===== src/rtl/otter_fetch_unit.sv =====
// rtl/otter_fetch_unit.sv - OTTER fetch stage: PC, next-PC select, imem issue, instruction queue
// Optional misaligned-redirect trap enabled by defining FETCH_MISALIGN_EN.
module otter_fetch_unit #(
    parameter int              XLEN      = 32,
    parameter logic [XLEN-1:0] RESET_VEC = '0,
    parameter int              DEPTH     = 2,
    parameter int              PC_STEP   = 4
) (
    input  logic            CLK,
    input  logic            RESET,
    input  logic            REDIRECT,
    input  logic [1:0]      PC_SOURCE,
    input  logic [XLEN-1:0] JALR,
    input  logic [XLEN-1:0] BRANCH,
    input  logic [XLEN-1:0] JAL,
    output logic            MEM_READ1,
    output logic [XLEN-1:0] MEM_ADDR1,
    input  logic [XLEN-1:0] MEM_DOUT1,
    output logic            IR_VALID,
    input  logic            IR_READY,
    output logic [XLEN-1:0] IR_DATA,
    output logic [XLEN-1:0] IR_PC
`ifdef FETCH_MISALIGN_EN
    ,
    output logic            FETCH_MISALIGN,
    output logic [XLEN-1:0] MISALIGN_PC
`endif
);

    localparam int PW = (DEPTH > 1) ? $clog2(DEPTH) : 1;
    localparam int CW = $clog2(DEPTH + 1);

    logic [XLEN-1:0] pc_q, pc_d;
    logic            inflight_q, inflight_d;
    logic [XLEN-1:0] inflight_pc_q, inflight_pc_d;
    logic [CW-1:0]   count_q, count_d;
    logic [PW-1:0]   rd_ptr_q, rd_ptr_d;
    logic [PW-1:0]   wr_ptr_q, wr_ptr_d;
    logic [XLEN-1:0] data_q [DEPTH];
    logic [XLEN-1:0] data_d [DEPTH];
    logic [XLEN-1:0] addr_q [DEPTH];
    logic [XLEN-1:0] addr_d [DEPTH];

    logic            redirect;
    logic            push;
    logic            pop;
    logic            issue_ok;
    logic [CW:0]     occ;
    logic [XLEN-1:0] target_raw;
    logic [XLEN-1:0] target;

`ifdef FETCH_MISALIGN_EN
    logic            misalign_q, misalign_d;
    logic [XLEN-1:0] misalign_pc_q, misalign_pc_d;
`endif

    function automatic logic [PW-1:0] ptr_inc(input logic [PW-1:0] p);
        return (p == PW'(DEPTH - 1)) ? '0 : p + 1'b1;
    endfunction

    assign redirect = REDIRECT && (PC_SOURCE != 2'b00);
    assign pop      = IR_VALID && IR_READY;
    // A response is killed by a redirect arriving in the same cycle.
    assign push     = inflight_q && !redirect;

    // Slots already committed (held + in flight), minus the one leaving this cycle.
    assign occ      = (CW + 1)'(count_q) + (CW + 1)'(inflight_q) - (CW + 1)'(pop);
    assign issue_ok = !RESET && (occ < (CW + 1)'(DEPTH));

`ifdef FETCH_MISALIGN_EN
    assign MEM_READ1      = issue_ok && !misalign_q;
    assign FETCH_MISALIGN = misalign_q;
    assign MISALIGN_PC    = misalign_pc_q;
`else
    assign MEM_READ1      = issue_ok;
`endif

    assign MEM_ADDR1 = pc_q;
    assign IR_VALID  = (count_q != '0);
    assign IR_DATA   = IR_VALID ? data_q[rd_ptr_q] : '0;
    assign IR_PC     = IR_VALID ? addr_q[rd_ptr_q] : '0;

    always_comb begin
        target_raw = pc_q;
        case (PC_SOURCE)
            2'd1:    target_raw = JALR;
            2'd2:    target_raw = BRANCH;
            2'd3:    target_raw = JAL;
            default: target_raw = pc_q;
        endcase
        target = target_raw & ~XLEN'(3);
    end

    always_comb begin
        pc_d          = pc_q;
        inflight_d    = MEM_READ1;
        inflight_pc_d = pc_q;
        rd_ptr_d      = rd_ptr_q;
        wr_ptr_d      = wr_ptr_q;
        data_d        = data_q;
        addr_d        = addr_q;

        if (MEM_READ1) begin
            pc_d = pc_q + XLEN'(PC_STEP);
        end
        if (push) begin
            data_d[wr_ptr_q] = MEM_DOUT1;
            addr_d[wr_ptr_q] = inflight_pc_q;
            wr_ptr_d         = ptr_inc(wr_ptr_q);
        end
        if (pop) begin
            rd_ptr_d = ptr_inc(rd_ptr_q);
        end
        count_d = count_q + CW'(push) - CW'(pop);

        // Redirect flushes the queue and kills the read issued this cycle.
        if (redirect) begin
            pc_d       = target;
            inflight_d = 1'b0;
            count_d    = '0;
            rd_ptr_d   = '0;
            wr_ptr_d   = '0;
        end
    end

`ifdef FETCH_MISALIGN_EN
    always_comb begin
        misalign_d    = misalign_q;
        misalign_pc_d = misalign_pc_q;
        if (redirect) begin
            misalign_d = (target_raw[1:0] != 2'b00);
            if (target_raw[1:0] != 2'b00) begin
                misalign_pc_d = target_raw;
            end
        end
    end

    always_ff @(posedge CLK) begin
        if (RESET) begin
            misalign_q    <= 1'b0;
            misalign_pc_q <= '0;
        end else begin
            misalign_q    <= misalign_d;
            misalign_pc_q <= misalign_pc_d;
        end
    end
`endif

    always_ff @(posedge CLK) begin
        if (RESET) begin
            pc_q          <= RESET_VEC;
            inflight_q    <= 1'b0;
            inflight_pc_q <= '0;
            count_q       <= '0;
            rd_ptr_q      <= '0;
            wr_ptr_q      <= '0;
            for (int i = 0; i < DEPTH; i++) begin
                data_q[i] <= '0;
                addr_q[i] <= '0;
            end
        end else begin
            pc_q          <= pc_d;
            inflight_q    <= inflight_d;
            inflight_pc_q <= inflight_pc_d;
            count_q       <= count_d;
            rd_ptr_q      <= rd_ptr_d;
            wr_ptr_q      <= wr_ptr_d;
            data_q        <= data_d;
            addr_q        <= addr_d;
        end
    end

    always_ff @(posedge CLK) begin
        if (!RESET) begin
            assert (!(push && !pop && (count_q == CW'(DEPTH))));
        end
    end

endmodule


===== config.mk =====
export PLATFORM = sky130hd
export DESIGN_NAME = otter_fetch_unit
export DESIGN_NICKNAME = d
export VERILOG_FILES = /design/src/rtl/otter_fetch_unit.sv
export SDC_FILE = /design/constraint.sdc
export NUM_CORES = 1
export LEC_CHECK = 0
export CAP_MARGIN = 10
export CORE_AREA = 2 2 134 136
export CTS_BUF_LIST = sky130_fd_sc_hd__clkbuf_2 sky130_fd_sc_hd__clkbuf_4 sky130_fd_sc_hd__clkbuf_8
export CTS_CLUSTER_DIAMETER = 200
export DETAILED_ROUTE_END_ITERATION = 8
export DIE_AREA = 0 0 136 138
export PLACE_DENSITY = 0.82
export SLEW_MARGIN = 10
export SYNTH_ARGS = -nofsm -noshare
export SYNTH_HDL_FRONTEND = slang
export SYNTH_SLANG_ARGS = --single-unit

===== constraint.sdc =====
create_clock -name CLK -period 3.9 [get_ports CLK]
set_clock_uncertainty 0.1 [all_clocks]
set_input_delay 0.975 -clock CLK [delete_from_list [all_inputs] [get_ports CLK]]
set_output_delay 0.975 -clock CLK [all_outputs]
set_load 0.005 [all_outputs]

## After elaboration in Yosys (flattened, before gate mapping)

Index checks and enable logic that the tools add are counted.

- Output and inout bits: 98
- Word-level logic and storage cells: 57
- Register bits after elaboration: 197
- Input port bits: 134

- Mux-type cells: 17
- Bitwise logic cells: 2
- Magnitude comparators: 4
- Reductions and logical operators: 12
- Equal/unequal tests: 4
- Add/subtract/negate cells: 7

Operators by type and width:

| operator | number |
|---|---|
| $mux W32 | 11 |
| $bwmux W64 | 2 |
| $pmux W32 S3 | 1 |
| $add A32 B3 Y32 const B | 1 |
| $demux W32 S1 | 1 |
| $reduce_bool A2 Y1 | 3 |
| $logic_and A1 B1 Y1 | 5 |
| $eq A2 B2 Y1 const B | 2 |
| $ge A2 B2 Y1 const B | 2 |
| $ne A4 B1 Y1 const B | 1 |
| $not A1 Y2 | 2 |
| $add A2 B1 Y3 | 1 |
| $lt A3 B2 Y1 const B | 1 |
| $sub A3 B1 Y3 | 1 |
| $add A1 B1 Y1 const B | 2 |
| $add A2 B1 Y2 | 1 |
| $eq A2 B1 Y1 const B | 1 |
| $logic_not A1 Y1 | 2 |
| $lt A2 B1 Y1 const B | 1 |
| $mux W1 | 2 |
| $reduce_and A2 Y1 | 1 |
| $reduce_or A2 Y1 | 1 |
| $sub A2 B1 Y2 | 1 |

## Depth between registers and ports, before layout

- Word-level depth: 7
- Mapped depth: 12
- Depth with buffers taken out: 10

## Worst setup path before layout

Ideal clock, no wire load.

- Kind: input to register
- Start: input IR_READY
- End: register pc_q[23] (netlist: MEM_ADDR1[23])
- Library setup time: 117 ps
- Slack: 649 ps
- Stages: 11
- Required time: 3683 ps
- Arrival time: 3034 ps
- Buffers on the path: 1
- Cells stage by stage: nand2_1 nor2_1 o21ai_0 fa_1 xor2_1 or4b_1 buf_2 clkinv_2 nor3_2 a31o_2 a32o_1

- Word-level cells in the longest chain between the ends: 6

RTL lines:

| what | line | source |
|---|---|---|
| start, declared | 20 | `input logic IR_READY,` |
| $logic_and A1 B1 Y1 | 62 | `assign pop = IR_VALID && IR_READY;` |
| $sub A3 B1 Y3 | 67 | `assign occ = (CW + 1)'(count_q) + (CW + 1)'(inflight_q) - (CW + 1)'(pop);` |
| $lt A3 B2 Y1 | 68 | `assign issue_ok = !RESET && (occ < (CW + 1)'(DEPTH));` |
| $logic_and A1 B1 Y1 | 68 |  |
| $reduce_bool A2 Y1 (no source line) | n/a |  |
| $reduce_and A2 Y1 (no source line) | n/a |  |
| end signal, assigned | 162 | `pc_q <= pc_d;` |
| end, declared | 33 | `logic [XLEN-1:0] pc_q, pc_d;` |

No other way between the ends.
A chain may end at the register's enable or synchronous reset.

## Worst setup path after layout

- Start: input IR_READY
- End: output MEM_READ1

- Word-level cells in the longest chain between the ends: 4

RTL lines:

| what | line | source |
|---|---|---|
| $logic_and A1 B1 Y1 | 62 |  |
| $sub A3 B1 Y3 | 67 |  |
| $lt A3 B2 Y1 | 68 |  |
| $logic_and A1 B1 Y1 | 68 |  |
| end, declared | 16 | `output logic MEM_READ1,` |

No other way between the ends.

==> results.md <==
| Metric | Reported |
| --- | --- |
| Number of synthesis warnings | 0 |
| Grt total ovfl | 0 |
| Count of buffers inserted at the top-level ports | 221 |
| Most common cell in the netlist | nand2_1 |
| Global placer's final weighted congestion | 0.888 |
| Clock transition at the register clock pins on the worst setup and hold paths after CTS | 90 ps |
| Fraction of synthesis flops using an asynchronous set or reset pin | 0% |
| Die outline height | 138 um |
| Setup repair after global routing missed its margin | no |
| Synthesis-to-layout area growth | 33.6% |
| Achievable frequency | 264 MHz |
| WP data required | 2820 ps |
| Initial standard-cell utilization of the core | 48.7% |
| Average instance area after synthesis | 7.84 um^2 |
| Count of clock tree sinks | 189 |
| HP Class | register to register |
| Power Density | 376 nW/um^2 |
| Count of placed standard cells including taps | 1485 |
| Filler-free cell count of the finished design | 1517 |
| Core Rows | 49 |
| Highest ir drop seen on vdd | 0.295 mV |
| Wire length of the first global-routing pass | 38.3 mm |
| Post-route design area | 11400 um^2 |
| Clock Latency Late Sink | 460 ps |
| Cell area after placement | 11000 um^2 |
| Most area-consuming cells after synthesis | dfxtp_1 (44%), nand2_1 (12%), a21oi_1 (8.5%) |
| Tightest Pin Transition | 1160 ps |
| HPWL after detailed placement | 16.3 mm |
| Gate Count Post-Synth | 1088 |
| Result of the run | finished clean |
| Largest net degree at the start of global routing | 114 |
| Number of iterations in the first detailed-routing pass | 6 |
| Count of routing violations after the opening detailed-route iteration | 635 |
| Die ar. | 18800 um^2 |
| Area leader, netlist | dfxtp_1 |
| Die Span X | 136 um |
| Crit Path Max Fanout | 2 |
| Number of buffers on the longest clock path | 2 |
| Via count of the first global-routing pass | 7839 |
| Gr usage total | 25.1% |
| Share of the synthesized area in the top cell type | 44.3% |
| Final net count | 1416 |
| Detail-routed net length per standard cell | 15.8 um |
| Clock tree from TritonCTS | yes |
| Via/cell ratio | 5.52 |
| Number of vias in the routed layout | 8378 |
| Post-synth top flop | dfxtp_1 |
| Wire length on met3 | 1.73 mm |
| Endpoint type of the worst setup path | output pin |
| Share of cells above drive strength 1 | 6.13% |
| Core Region | 17500 um^2 |
| Cell types with the highest counts after synthesis | nand2_1 (283), dfxtp_1 (189), a21oi_1 (145), nor2_1 (98), clkbuf_1 (69) |
| Fraction of the yosys area taken by sequential cells | 44.3% |
| Htree depth | 4 |
| Setup Viol. Count Final | 0 |
| Number of remaining DRC errors | 0 |
| Kind of start point of the critical path | input port |
| Slew headroom | 22.4% |
| Post-route clock period utilization | 97.0% |
| Leakage power | 3.75 nW |
| Max-cap violations | 0 |
| Antenna diode count | 0 |
| Clock root buffer master | clkbuf_8 |
| Setup fix buffers added after clock tree synthesis | 0 |
| Number of clock buffers inserted by TritonCTS | 17 |
| Total count of max-transition violations in the final report | 0 |
| Worst setup path category | input port to output pin |
| Detail Route Antenna Nets | 0 |
| Met2 routed wirelength | 11.7 mm |
| Area of the mapped netlist | 8530 um^2 |
| Uppermost layer routed | met4 |
| Unique cell type count in the Yosys netlist | 63 |
| Detailed-routing wirelength on met1 | 9.94 mm |
| Signal arrival time at the worst endpoint | 2710 ps |
| Boundary pin count | 232 |
| Final setup TNS | 0 ps |
| Final critical path time including I/O delays and setup | 3780 ps |
| Total of flip-flops plus latches after synthesis | 189 |
| Antenna violations before repair | 0 |
| Total count of hold-check failures in the final report | 0 |
| Routed wire length | 24.0 mm |
| Count of flip-flops with a built-in enable after synthesis | 0 |
## logic make-up after synthesis
logic type | count (synthesis) | synth area share (%)
adders and majority gates | 7 | 1.11
other | 1 | 0.0439
DFF | 189 | 44.3
AOI/OAI and AO/OA | 239 | 17.2
buffers and inverters | 98 | 4.68
and+or+nand+nor | 478 | 23.9
muxes | 63 | 7.39
xor gates and xnor gates | 13 | 1.33
## state kept, by name (all words and copies together) (netlist names)
register / count
MEM_ADDR1: 30
addr_q: 60
count_q: 2
data_q: 64
inflight_pc_q: 30
inflight_q: 1
rd_ptr_q: 1
wr_ptr_q: 1
## cells in the final DEF, fill, tap and decap left out, drive strengths merged, types with 2 or more instances in the layout
cell	n
clkinv	5
o21ai	18
a211o	2
nand3	25
nand2	283
and3	4
a22oi	9
xnor2	6
mux2i	63
nor2b	23
nor3	16
buf	28
inv	16
nor3b	2
nor4	6
xor2	7
dfxtp	189
ha	6
and2	2
a21oi	145
a31oi	9
nor2	98
clkinvlp	2
or2	2
o22ai	5
o22a	5
nand4	10
a32o	4
bufinv	2
a31o	3
o311ai	2
and4	2
conb	4
clkdlybuf4s50	219
a222oi	20
a211oi	4
clkbuf	22
## path summary, 6_finish.rpt
path / cells past startpoint / slack, ps / from / endpoint
worst max-delay path: 8 / 120 / IR_READY / MEM_READ1
worst min-delay path: 2 / 350 / inflight_pc_q[28] / addr_q[60]
worst max register to register: 11 / 950 / count_q[1] / MEM_ADDR1[30]
worst min register to register: 2 / 350 / inflight_pc_q[28] / addr_q[60]
## timing repair
item	4_1_cts	5_1_grt
resized for setup	2	3
endpoints found under the setup margin	1	1
pin swaps	0	1
hold buffers	0	0
## power breakdown
part	internal (mW)	total, mW	leakage (nW)	switching [mW]
Sequential	2.05	2.19	1.54	0.144
Combinational	0.421	0.818	2.02	0.397
Clock	0.614	1.28	0.201	0.663
## metal layers
metal	up-vias	track usage, %
li1	4099	-
met1	3896	30.6
met2	338	43.3
met3	45	5.76
met4	0	8.55
met5	-	0
## area by class of cell
class	instances	area [um^2]
Fill cell	1554	6130
Multi-Input combinational cell	804	4390
Sequential cell	189	3790
Timing Repair Buffer	248	2490
Tap cell	229	287
Clock buffer	22	278
Clock inverter	10	113
Inverter	15	57.6
## per-stage QoR
stage	util, %	hold slack, ps	power (mW)	setup WS (ps)
2_1_floorplan	-	332	2.61	649
5_1_grt	65.0	366	4.49	15.6
3_3_place_gp	62.8	337	3.03	-179
6_report	65.0	350	4.29	117
4_1_cts	65.0	351	4.31	73.7
3_5_place_dp	62.8	342	3.05	-216
## critical path, cell delays in order
cell and delay (ps):
clkdlybuf4s50_1 480, nand2_1 70, nor2_2 120, o21ai_1 100, fa_1 390, xor2_1 170
nor3b_2 180, clkdlybuf4s15_1 220
Power figures use the tool's default switching activity.
